$ cat src/rtl/serial_adder_pkg.sv
// rtl/serial_adder_pkg.sv - shared state encoding and operand width for the serial adder
package serial_adder_pkg;

  // Operand width shared by the controller and the datapath
  localparam int DEFAULT_WIDTH = 8;

  typedef enum logic [1:0] {
    IDLE  = 2'd0,
    LOAD  = 2'd1,
    SHIFT = 2'd2,
    DONE  = 2'd3
  } state_t;

endpackage

$ cat src/rtl/serial_bit_counter.sv
// rtl/serial_bit_counter.sv - bit index counter that stops at WIDTH-1
module serial_bit_counter
  import serial_adder_pkg::*;
#(
  parameter int WIDTH = DEFAULT_WIDTH
) (
  input  logic                     clk,
  input  logic                     rst,
  input  logic                     clr,
  input  logic                     en,
  output logic [$clog2(WIDTH)-1:0] count,
  output logic                     last
);

  localparam int CW = $clog2(WIDTH);
  localparam logic [CW-1:0] TERM = CW'(WIDTH - 1);

  logic [CW-1:0] r_count;

  // Clear wins over increment so a LOAD always starts the operation at bit 0
  always_ff @(posedge clk or posedge rst) begin
    if (rst) begin
      r_count <= '0;
    end else if (clr) begin
      r_count <= '0;
    end else if (en) begin
      r_count <= r_count + 1'b1;
    end
  end

  assign count = r_count;
  assign last  = (r_count == TERM);

endmodule

$ cat src/rtl/serial_adder_ctrl.sv
// rtl/serial_adder_ctrl.sv - sequencing FSM for the serial adder datapath
module serial_adder_ctrl
  import serial_adder_pkg::*;
#(
  parameter int WIDTH = DEFAULT_WIDTH
) (
  input  logic                     clk,
  input  logic                     rst,
  input  logic                     start,
  input  logic                     abort,
  input  logic                     done_ack,
  output logic                     ready,
  output logic                     load,
  output logic                     carry_clr,
  output logic                     shift_en,
  output logic [$clog2(WIDTH)-1:0] bit_idx,
  output logic                     done,
  output logic                     aborted
);

  localparam int CW = $clog2(WIDTH);

  state_t        r_state;
  state_t        w_next;
  logic          r_aborted;
  logic [CW-1:0] w_count;
  logic          w_last;
  logic          w_busy;

  assign w_busy = (r_state == LOAD) || (r_state == SHIFT);

  // State register
  always_ff @(posedge clk or posedge rst) begin
    if (rst) begin
      r_state <= IDLE;
    end else begin
      r_state <= w_next;
    end
  end

  // Next-state logic; abort outranks completion on the final shift cycle
  always_comb begin
    w_next = r_state;
    case (r_state)
      IDLE:  if (start) w_next = LOAD;
      LOAD:  w_next = abort ? IDLE : SHIFT;
      SHIFT: begin
        if (abort) begin
          w_next = IDLE;
        end else if (w_last) begin
          w_next = DONE;
        end
      end
      DONE:  if (done_ack) w_next = IDLE;
      default: w_next = IDLE;
    endcase
  end

  // Aborted flag lands in the first IDLE cycle after a cancelled operation
  always_ff @(posedge clk or posedge rst) begin
    if (rst) begin
      r_aborted <= 1'b0;
    end else begin
      r_aborted <= w_busy && abort;
    end
  end

  serial_bit_counter #(
    .WIDTH(WIDTH)
  ) u_bit_counter (
    .clk  (clk),
    .rst  (rst),
    .clr  (r_state == LOAD),
    .en   ((r_state == SHIFT) && !w_last),
    .count(w_count),
    .last (w_last)
  );

  assign ready     = (r_state == IDLE);
  assign load      = (r_state == LOAD);
  assign carry_clr = (r_state == LOAD);
  assign shift_en  = (r_state == SHIFT);
  assign done      = (r_state == DONE);
  assign bit_idx   = w_count;
  assign aborted   = r_aborted;

endmodule

$ cat config.mk
export PLATFORM = sky130hd
export DESIGN_NAME = serial_adder_ctrl
export DESIGN_NICKNAME = d
export VERILOG_FILES = /design/src/rtl/serial_adder_pkg.sv /design/src/rtl/serial_bit_counter.sv /design/src/rtl/serial_adder_ctrl.sv
export SDC_FILE = /design/constraint.sdc
export NUM_CORES = 1
export LEC_CHECK = 0
export CAP_MARGIN = 20
export CORE_AREA = 2 2 39 41
export CTS_CLUSTER_SIZE = 30
export DETAILED_ROUTE_END_ITERATION = 6
export DIE_AREA = 0 0 41 43
export REMOVE_ABC_BUFFERS = 1
export SYNTH_ARGS = -nofsm -noshare
export SYNTH_HDL_FRONTEND = slang
export SYNTH_HIERARCHICAL = 1
export SYNTH_SLANG_ARGS = --single-unit
$ cat constraint.sdc
create_clock -name clk -period 3.3 [get_ports clk]
set_clock_uncertainty 0.05 [all_clocks]
set_input_delay 0.825 -clock clk [delete_from_list [all_inputs] [get_ports clk]]
set_output_delay 0.825 -clock clk [all_outputs]
set_load 0.02 [all_outputs]
==> impl_metrics.toml <==
[layout]
final_cell_mix = "13 x clkdlybuf4s50_1, 6 x ha_1, 6 x dfrtp_1"
fin_area_um2 = 532
antenna-diode-count = 0
area_growth_pct = 45.1
nets = 62
drive_gt1_frac = 0.102
utilization = 0.384
final_common_cell = "clkdlybuf4s50_1"
layoutNonFillerInstCount = 65

[pwr]
power_switching_uw = 160
finalPower_uw = 419
switching_share = 0.381
internal_power_uw = 259
clockPowerShare = 0.150
pwr-share-seq = 0.264
power_leakage_nw = 0.251
vdd_ir_drop_max_uv = 320
powerDensity_nw_per_um2 = 788
pwr-share-comb = 0.586

[floorplanning]
start_util = 0.265
fp.dieH_um = 43
core_area_um2 = 1380
chipWidth_um = 41
die-area_um2 = 1760
io_pins = 14
rows = 14

[timing]
period_minus_slack_ns = 2.48
worst_pin_slew_ns = 0.297
post-route-period-util = 0.752
slew_headroom = 0.802
setup-tns-final_ns = 0
timing_hold_violations_final = 0
final.setup.worst_slack_ns = 0.817
timing.fmax_mhz = 403
setup_viol = 0
grt_setup_unrepaired = "false"
hold_ws_ns = 0.521
report.final.slew_viol_count = 0

[placement]
place_ws_ns = 1.05
dp_hpwl_um = 544
dpl_cell_area_um2 = 509
dp_cells = 62
port_buffers = 13
place_congestion = 0.738

[global_routing]
grt_pass1_wl_mm = 1.00
antenna_found_initial = 0
grt_util_met1 = 0.119
grt_max_degree = 7
grtUsageMet3 = 0.0157
overflow = 0
track_usage = 0.0871
met2_usage = 0.100
grt_pass1_vias = 254
top_usage_layer = "met1"

[job]
drv_cap = 0

[clock_tree]
cts_buffer_depth = 2
clkSinkCount = 6
ctsHoldBuffers = 0
post_cts_buffers = 0
clockRootBuffer = "clkbuf_4"
cts_tree = "yes"
numCtsBuffers = 3
clk_latency_ns = 0.24
path_clk_slew_ns = 0.04
h-tree-depth = 1
cts_resized = 0

[critical_path]
required_ns = 2.42
cp-end-kind = "output port"
path_depth = 3
cp_data_arrival_time_ns = 1.61
rrSetupSlack_ns = 1.77
rr_worst_depth = 4
reg2reg_from = "u_bit_counter/count[0]"
path_max_fanout = 6
critPathKind = "reg -> out"
critPathMaxStageDelay_ns = 0.63
rr_endpoint = "r_state[0]"
cp_slowest_cell = "clkdlybuf4s50_1"
path_delay_family = "buffers and inverters"
start_kind = "flip-flop"
cp.buffers_inverters = 2
path_cells = "inv_1 > ha_1 > clkdlybuf4s50_1"

[logic_synthesis]
seq_area_frac_synth = 0.410
avgSynthCellArea_um2 = 10.8
ys_warn_count = 6
yosys.area.top_type = "dfrtp_1"
synthCells = 34
ys_ff_latch = 6
netlist_area_um2 = 367
yosys-top-cells-area = "dfrtp_1 41%, ha_1 20%, mux2i_1 8.2%"
synth_cell_types = 14
synth_top_area_share = 0.410

[worst_hold_path]
min_from = "u_bit_counter/count[2]"
whs_endpoint = "u_bit_counter/count[2]"
min_path_type = "reg -> reg"
hold_depth = 2

[drt]
ant_nets = 0
wl_per_cell_um = 9.11
num_vias = 266
dr.first_iter.drc_count = 6
post-route-drc-count = 0
first_pass_iters = 3
drt_wl_total_um = 592
via_per_inst = 4.09

[outcome]
status = "complete, no violations"
[layer usage]
layer | vias up | wire length (µm) | part of all wire
li1 | 142 | - | -
met1 | 121 | 276 | 0.47
met2 | 3 | 298 | 0.50
met3 | 0 | 16 | 0.027
met4 | 0 | 0 | 0
met5 | - | 0 | 0
[registers in the layout (all words and copies together), names as in the netlist]
| register | count |
|---|---|
| aborted | 1 |
| r_state | 2 |
| u_bit_counter/count | 3 |
[power groups by stage]
stage / sequential, mW / combinational, mW / clock (mW)
after floorplan: 0.121 / 0.145 / 0
after global placement: 0.111 / 0.251 / 0
after detailed placement: 0.112 / 0.251 / 0
after CTS: 0.111 / 0.251 / 0.0677
after global routing: 0.113 / 0.267 / 0.0702
final: 0.111 / 0.245 / 0.0628
[worst register-to-register path: stages, from the launching register on]
cell,delay (ns)
dfrtp_1,0.39
ha_1,0.21
ha_1,0.21
o311a_1,0.35
o22a_1,0.21
[cells in the mapped netlist (all sizes together)]
cell type / instances
buf: 1
xnor2: 1
nor2: 5
o311a: 1
mux2i: 3
and2: 1
dfrtp: 6
nand2b: 1
inv: 5
or2b: 2
ha: 6
o32ai: 1
o22a: 1
[worst max path at each step]
| stage | from | to | slack, ns |
|---|---|---|---|
| 2_1_floorplan | r_state[1] | carry_clr | 1.51 |
| 3_3_place_gp | r_state[1] | load | 1.08 |
| 3_5_place_dp | r_state[1] | load | 1.05 |
| 4_1_cts | r_state[1] | load | 0.79 |
| 5_1_grt | r_state[1] | load | 0.71 |
| 6_report | r_state[1] | load | 0.82 |
[cell type report]
cell class                      count  area [µm²]
Sequential cell                     6         150
Clock buffer                        3        22.5
Fill cell                         138         852
Timing Repair Buffer               13         130
Inverter                            5        18.8
Multi-Input combinational cell     22         190
Tap cell                           16        20.0
[logic make-up after synthesis]
| family | after synthesis | share of synthesized area |
|---|---|---|
| flip-flops | 6 | 0.410 |
| buffers and inverters | 6 | 0.0717 |
| AO/OA/AOI/OAI | 3 | 0.0751 |
| XOR/XNOR | 1 | 0.0239 |
| adder cells (fa/ha/maj) | 6 | 0.205 |
| multiplexers | 3 | 0.0819 |
| AND/OR/NAND/NOR | 9 | 0.133 |
Note: power is estimated with default switching activity, not from simulation.
